==> config.mk <==
export PLATFORM = sky130hd
export DESIGN_NAME = sha256_msg_padder
export DESIGN_NICKNAME = d
export VERILOG_FILES = /design/src/rtl/sha256_pkg.sv /design/src/rtl/sha256_msg_padder.sv
export SDC_FILE = /design/constraint.sdc
export NUM_CORES = 1
export LEC_CHECK = 0
export CORE_MARGIN = 3
export CORE_UTILIZATION = 47
export CTS_CLUSTER_SIZE = 8
export DETAILED_ROUTE_END_ITERATION = 12
export PLACE_DENSITY = 0.79
export SLEW_MARGIN = 20
export SYNTH_ARGS = -nofsm -noshare
export SYNTH_HDL_FRONTEND = slang
export SYNTH_SLANG_ARGS = --single-unit
==> constraint.sdc <==
create_clock -name clk -period 29.9 [get_ports clk]
set_input_delay 4.485 -clock clk [delete_from_list [all_inputs] [get_ports clk]]
set_output_delay 4.485 -clock clk [all_outputs]
set_load 0.02 [all_outputs]
==> src/rtl/sha256_pkg.sv <==
// Shared constants, FSM state type and block-count helper for the SHA-256 message padder.
package sha256_pkg;

    typedef enum logic [1:0] {
        ST_IDLE      = 2'd0,
        ST_FILL      = 2'd1,
        ST_ISSUE     = 2'd2,
        ST_WAIT_DONE = 2'd3
    } state_t;

    localparam int          BLOCK_BYTES = 64;
    localparam int          LEN_SLOT    = 56;
    localparam logic [7:0]  PAD_BYTE    = 8'h80;
    localparam logic [15:0] MAX_LEN     = 16'd16311;

    // Blocks needed for len bytes plus the 0x80 marker and 8-byte length: ceil((len+9)/64).
    function automatic logic [7:0] block_count(input logic [15:0] len);
        logic [16:0] total;
        total = {1'b0, len} + 17'd72;
        return total[13:6];
    endfunction

endpackage

==> src/rtl/sha256_msg_padder.sv <==
// Streams message bytes into 512-bit SHA-256 blocks with padding; >=64 fill cycles + 1 issue cycle per block.
// Byte input is throttled by o_byte_ready (FILL only); the next block waits for a rising edge of i_done.
module sha256_msg_padder
    import sha256_pkg::*;
(
    input  logic         clk,
    input  logic         rst,
    input  logic         i_start,
    input  logic [15:0]  i_len,
    input  logic         i_byte_valid,
    input  logic [7:0]   i_byte,
    output logic         o_byte_ready,
    output logic         o_enable,
    output logic [511:0] o_data,
    output logic [7:0]   o_N,
    input  logic         i_done,
    output logic         o_busy,
    output logic         o_err
);

    state_t       state;
    logic [15:0]  len_q;
    logic [15:0]  byte_cnt;
    logic [5:0]   slot;
    logic [7:0]   blk_cnt;
    logic [7:0]   n_q;
    logic         pad_done;
    logic         done_q;
    logic         err_q;
    logic [511:0] blk;

    logic         bytes_left;
    logic         last_blk;
    logic         done_rise;
    logic         wr_en;
    logic [7:0]   wr_byte;
    logic [63:0]  bit_len;

    assign bytes_left = byte_cnt < len_q;
    assign last_blk   = (blk_cnt == n_q - 8'd1);
    assign bit_len    = {45'd0, len_q, 3'd0};
    assign done_rise  = i_done & ~done_q;

    // Slot content: message byte, then the single 0x80 marker, then zeros; length only in the last block.
    always_comb begin
        wr_en   = 1'b1;
        wr_byte = 8'h00;
        if (bytes_left) begin
            wr_en   = i_byte_valid;
            wr_byte = i_byte;
        end else if (!pad_done) begin
            wr_byte = PAD_BYTE;
        end else if (last_blk && slot >= 6'(LEN_SLOT)) begin
            wr_byte = bit_len[{~slot[2:0], 3'b000} +: 8];
        end
    end

    always_ff @(posedge clk or posedge rst) begin
        if (rst) begin
            state    <= ST_IDLE;
            len_q    <= '0;
            byte_cnt <= '0;
            slot     <= '0;
            blk_cnt  <= '0;
            n_q      <= '0;
            pad_done <= 1'b0;
            done_q   <= 1'b0;
            err_q    <= 1'b0;
            blk      <= '0;
        end else begin
            done_q <= i_done;
            err_q  <= 1'b0;
            case (state)
                ST_IDLE: begin
                    if (i_start) begin
                        if (i_len > MAX_LEN) begin
                            err_q <= 1'b1;
                        end else begin
                            len_q    <= i_len;
                            n_q      <= block_count(i_len);
                            blk      <= '0;
                            byte_cnt <= '0;
                            slot     <= '0;
                            blk_cnt  <= '0;
                            pad_done <= 1'b0;
                            state    <= ST_FILL;
                        end
                    end
                end
                ST_FILL: begin
                    if (wr_en) begin
                        blk[{~slot, 3'b000} +: 8] <= wr_byte;
                        slot <= slot + 6'd1;
                        if (bytes_left) byte_cnt <= byte_cnt + 16'd1;
                        else            pad_done <= 1'b1;
                        if (slot == 6'd63) state <= ST_ISSUE;
                    end
                end
                ST_ISSUE: state <= ST_WAIT_DONE;
                ST_WAIT_DONE: begin
                    if (done_rise) begin
                        if (last_blk) begin
                            state <= ST_IDLE;
                        end else begin
                            blk     <= '0;
                            slot    <= '0;
                            blk_cnt <= blk_cnt + 8'd1;
                            state   <= ST_FILL;
                        end
                    end
                end
                default: state <= ST_IDLE;
            endcase
        end
    end

    assign o_byte_ready = (state == ST_FILL) && bytes_left;
    assign o_enable     = (state == ST_ISSUE);
    assign o_busy       = (state != ST_IDLE);
    assign o_err        = err_q;
    assign o_data       = blk;
    assign o_N          = n_q;

endmodule

==> impl_metrics.yaml <==
finish:
  layout.nets: 2490
  syn_to_final_growth_pct: 34.5
  postLayoutCellArea_sq_um: 32100
  utilization_pct: 64.8
  drive_gt1_share_pct: 7.54
worst_setup_path:
  worstPathMaxFanout: 9
  critPathMaxStageDelay_ns: 0.80
  critical_path_class: "flip-flop to output pin"
  end_kind: "output pin"
  cpMaxStageDelayCell: "nor4_1"
  critPathArrivalTime_ns: 3.51
  crit_chain: "ha_1 -> nand3_1 -> nor4_1 -> a21o_1 -> nor2_1 -> clkdlybuf4s50_1"
  cp_data_required_time_ns: 25.42
  cp-start-kind: "flip-flop"
synthesis:
  avgSynthCellArea_sq_um: 12.4
  synth_area_sq_um: 23900
  synth_edf_count: 0
  synth_top_area_cell: "dfrtp_1"
  ys_ff_latch: 571
  synthFlopType: "dfrtp_1"
  syn_nets: 1987
  synth_cells: 1930
  ys_types: 70
  synth-async-reset-ratio_pct: 100
  synth_top_area_share_pct: 59.9
  yosysSeqAreaShare_pct: 59.9
  yosysWarnings: 0
  netlist_top_cells_area: "dfrtp_1, a32o_1, a22o_1"
clocking:
  cts_setup_buffers: 0
  post_cts_resized: 0
  root_buffer: "clkbuf_16"
  clockBufferDepth: 3
  cts_tree: "built"
  cts-hold-fix-buffers: 0
  h-tree-depth: 3
  clk_latency_ns: 0.62
  path_clk_slew_ns: 0.05
  clock-sinks: 571
  cts_buffers: 81
timing:
  whs_ns: 0.486
  worst_pin_slew_ns: 1.22
  min_period_over_period_pct: 26.7
  period_minus_slack_ns: 8.00
  tns_ns: 0
  slew_violations: 0
  skew_ns: 0.0263
  rsz0062_at_grt: "false"
  clock.fmax_ghz: 0.125
  setup_viol: 0
  hold_viol: 0
  timing.slew.headroom_pct: 18.8
routing:
  met1_length_microns: 34700
  ant_nets: 0
  first_pass_iters: 6
  dr_wl_met2_microns: 42400
  wl_microns: 89500
  routed.top_layer: "met4"
  vias: 20500
  remaining_drc_errors: 0
  drtIter0Drc: 1989
  wl_per_cell_microns: 28.8
  vias_per_cell: 6.61
  wl_met3_microns: 8280
job:
  maxCapViolations: 0
die:
  die_w_microns: 231
  fp-row-count: 81
  die_area_sq_um: 53500
  coreArea_sq_um: 49600
  io_pins: 553
  start_util_pct: 48.2
  die_h_microns: 231
global_routing:
  grt_overflow: 0
  first_global_vias: 20800
  grt_pass1_wl_microns: 134000
  grtUsageTotal_pct: 32.8
  grt_max_degree: 119
  antenna_found_initial: 1
power_and_ir_drop:
  p_leak_uw: 0.0136
  power_density_nw_per_um2: 78.5
  vdd_drop_max_mv: 0.0610
  finalPower_uw: 2520
run_status:
  status: "finished clean"
place:
  place_area_sq_um: 29900
  hpwl_microns: 60300
  routabilityCongestion: 0.902
  portBuffers: 552
min_path:
  hp-class: "flip-flop to flip-flop"
[power by group]
| part | internal, uW | switching (uW) | total [uW] | leakage, uW |
|---|---|---|---|---|
| Sequential | 806 | 38.9 | 845 | 0.00791 |
| Clock | 488 | 322 | 810 | 0.00106 |
| Combinational | 168 | 696 | 864 | 0.00458 |
[cells in the final DEF (no fill, tap or decap), types with 14 or more instances in the layout]
master / n
nor3_2: 14
nor3_1: 17
nand3_1: 101
xnor2_1: 17
or4_1: 15
a21oi_1: 25
a32o_1: 230
buf_4: 36
nor2_1: 43
dfrtp_1: 571
clkbuf_16: 83
inv_1: 34
o2bb2ai_1: 116
o21ai_0: 131
or3_1: 14
nand2_1: 69
ha_1: 27
a22o_1: 143
o31ai_1: 21
clkdlybuf4s50_1: 552
[flip-flops by register name, summed over array words and instances, names as in the netlist]
signal / flops
o_data: 512
pad_done: 1
state: 2
done_q: 1
o_N: 8
blk_cnt: 8
slot: 6
len_q: 16
byte_cnt: 16
o_err: 1
[area by class of cell]
| class | instances | area, sq um |
|---|---|---|
| Timing Repair Buffer | 591 | 5830 |
| Sequential cell | 571 | 14300 |
| Inverter | 35 | 139 |
| Multi-Input combinational cell | 1153 | 8850 |
| Fill cell | 3680 | 17500 |
| Antenna cell | 1 | 2.50 |
| Tap cell | 664 | 831 |
| Clock inverter | 6 | 75.1 |
| Clock buffer | 85 | 2080 |
[logic make-up (layout without fill, tap and decap cells)]
group	Yosys count	count (layout)	synth area share (%)
AND/OR/NAND/NOR	342	342	7.71
AO/OA/AOI/OAI	750	750	25.9
multiplexers	9	9	0.383
XOR/XNOR	24	24	0.912
adder cells (fa/ha/maj)	28	28	1.47
flip-flops	571	571	59.9
other	0	1	0
buffers and inverters	206	717	3.81
[metrics by stage]
| stage | instances | worst slack [ns] |
|---|---|---|
| 3_5_place_dp | 3014 | 21.41 |
| 2_1_floorplan | 1930 | 9.44 |
| 4_1_cts | 3105 | 21.90 |
| 5_1_grt | 3106 | 21.78 |
| 3_3_place_gp | 3013 | 21.53 |
| 6_report | 3106 | 21.90 |
[cells in the mapped netlist, drive strengths merged (28+ instances only)]
master and n:
dfrtp 571, a32o 230, a22o 150, o21ai 135, o2bb2ai 116, nand3 101, buf 91, clkbuf 80
nand2 69, nor2 46, inv 35, nor3 31, a21oi 29, ha 28
[worst max-delay path, delay by kind of cell, from the launching register on]
| kind | cells | cell delay, ns |
|---|---|---|
| AND/OR/NAND/NOR | 3 | 1.08 |
| buffers and inverters | 1 | 0.58 |
| AO/OA/AOI/OAI | 1 | 0.51 |
| flip-flops | 1 | 0.42 |
| adder cells (fa/ha/maj) | 1 | 0.33 |
[final timing paths]
kind                                            to  slack, ns  cells past startpoint                startpoint
max                                   o_byte_ready      21.90                      6  byte_cnt[14]$_DFFE_PP0P_
min                        o_data[317]$_DFFE_PP0P_       0.49                      1   o_data[317]$_DFFE_PP0P_
max reg2reg                o_data[290]$_DFFE_PP0P_      25.46                      6       slot[0]$_DFFE_PP0P_
min reg2reg                o_data[317]$_DFFE_PP0P_       0.49                      1   o_data[317]$_DFFE_PP0P_
max in group asynchronous  o_data[412]$_DFFE_PP0P_      22.52                      5                       rst
min in group asynchronous  o_data[231]$_DFFE_PP0P_       4.44                      2                       rst
[per-layer routing]
layer	GRT usage, %	vias up
li1	-	8552
met1	41.5	10600
met2	53.2	1198
met3	8.26	238
met4	15.4	0
met5	0	-
No activity file was read; power rests on OpenSTA's default activity.
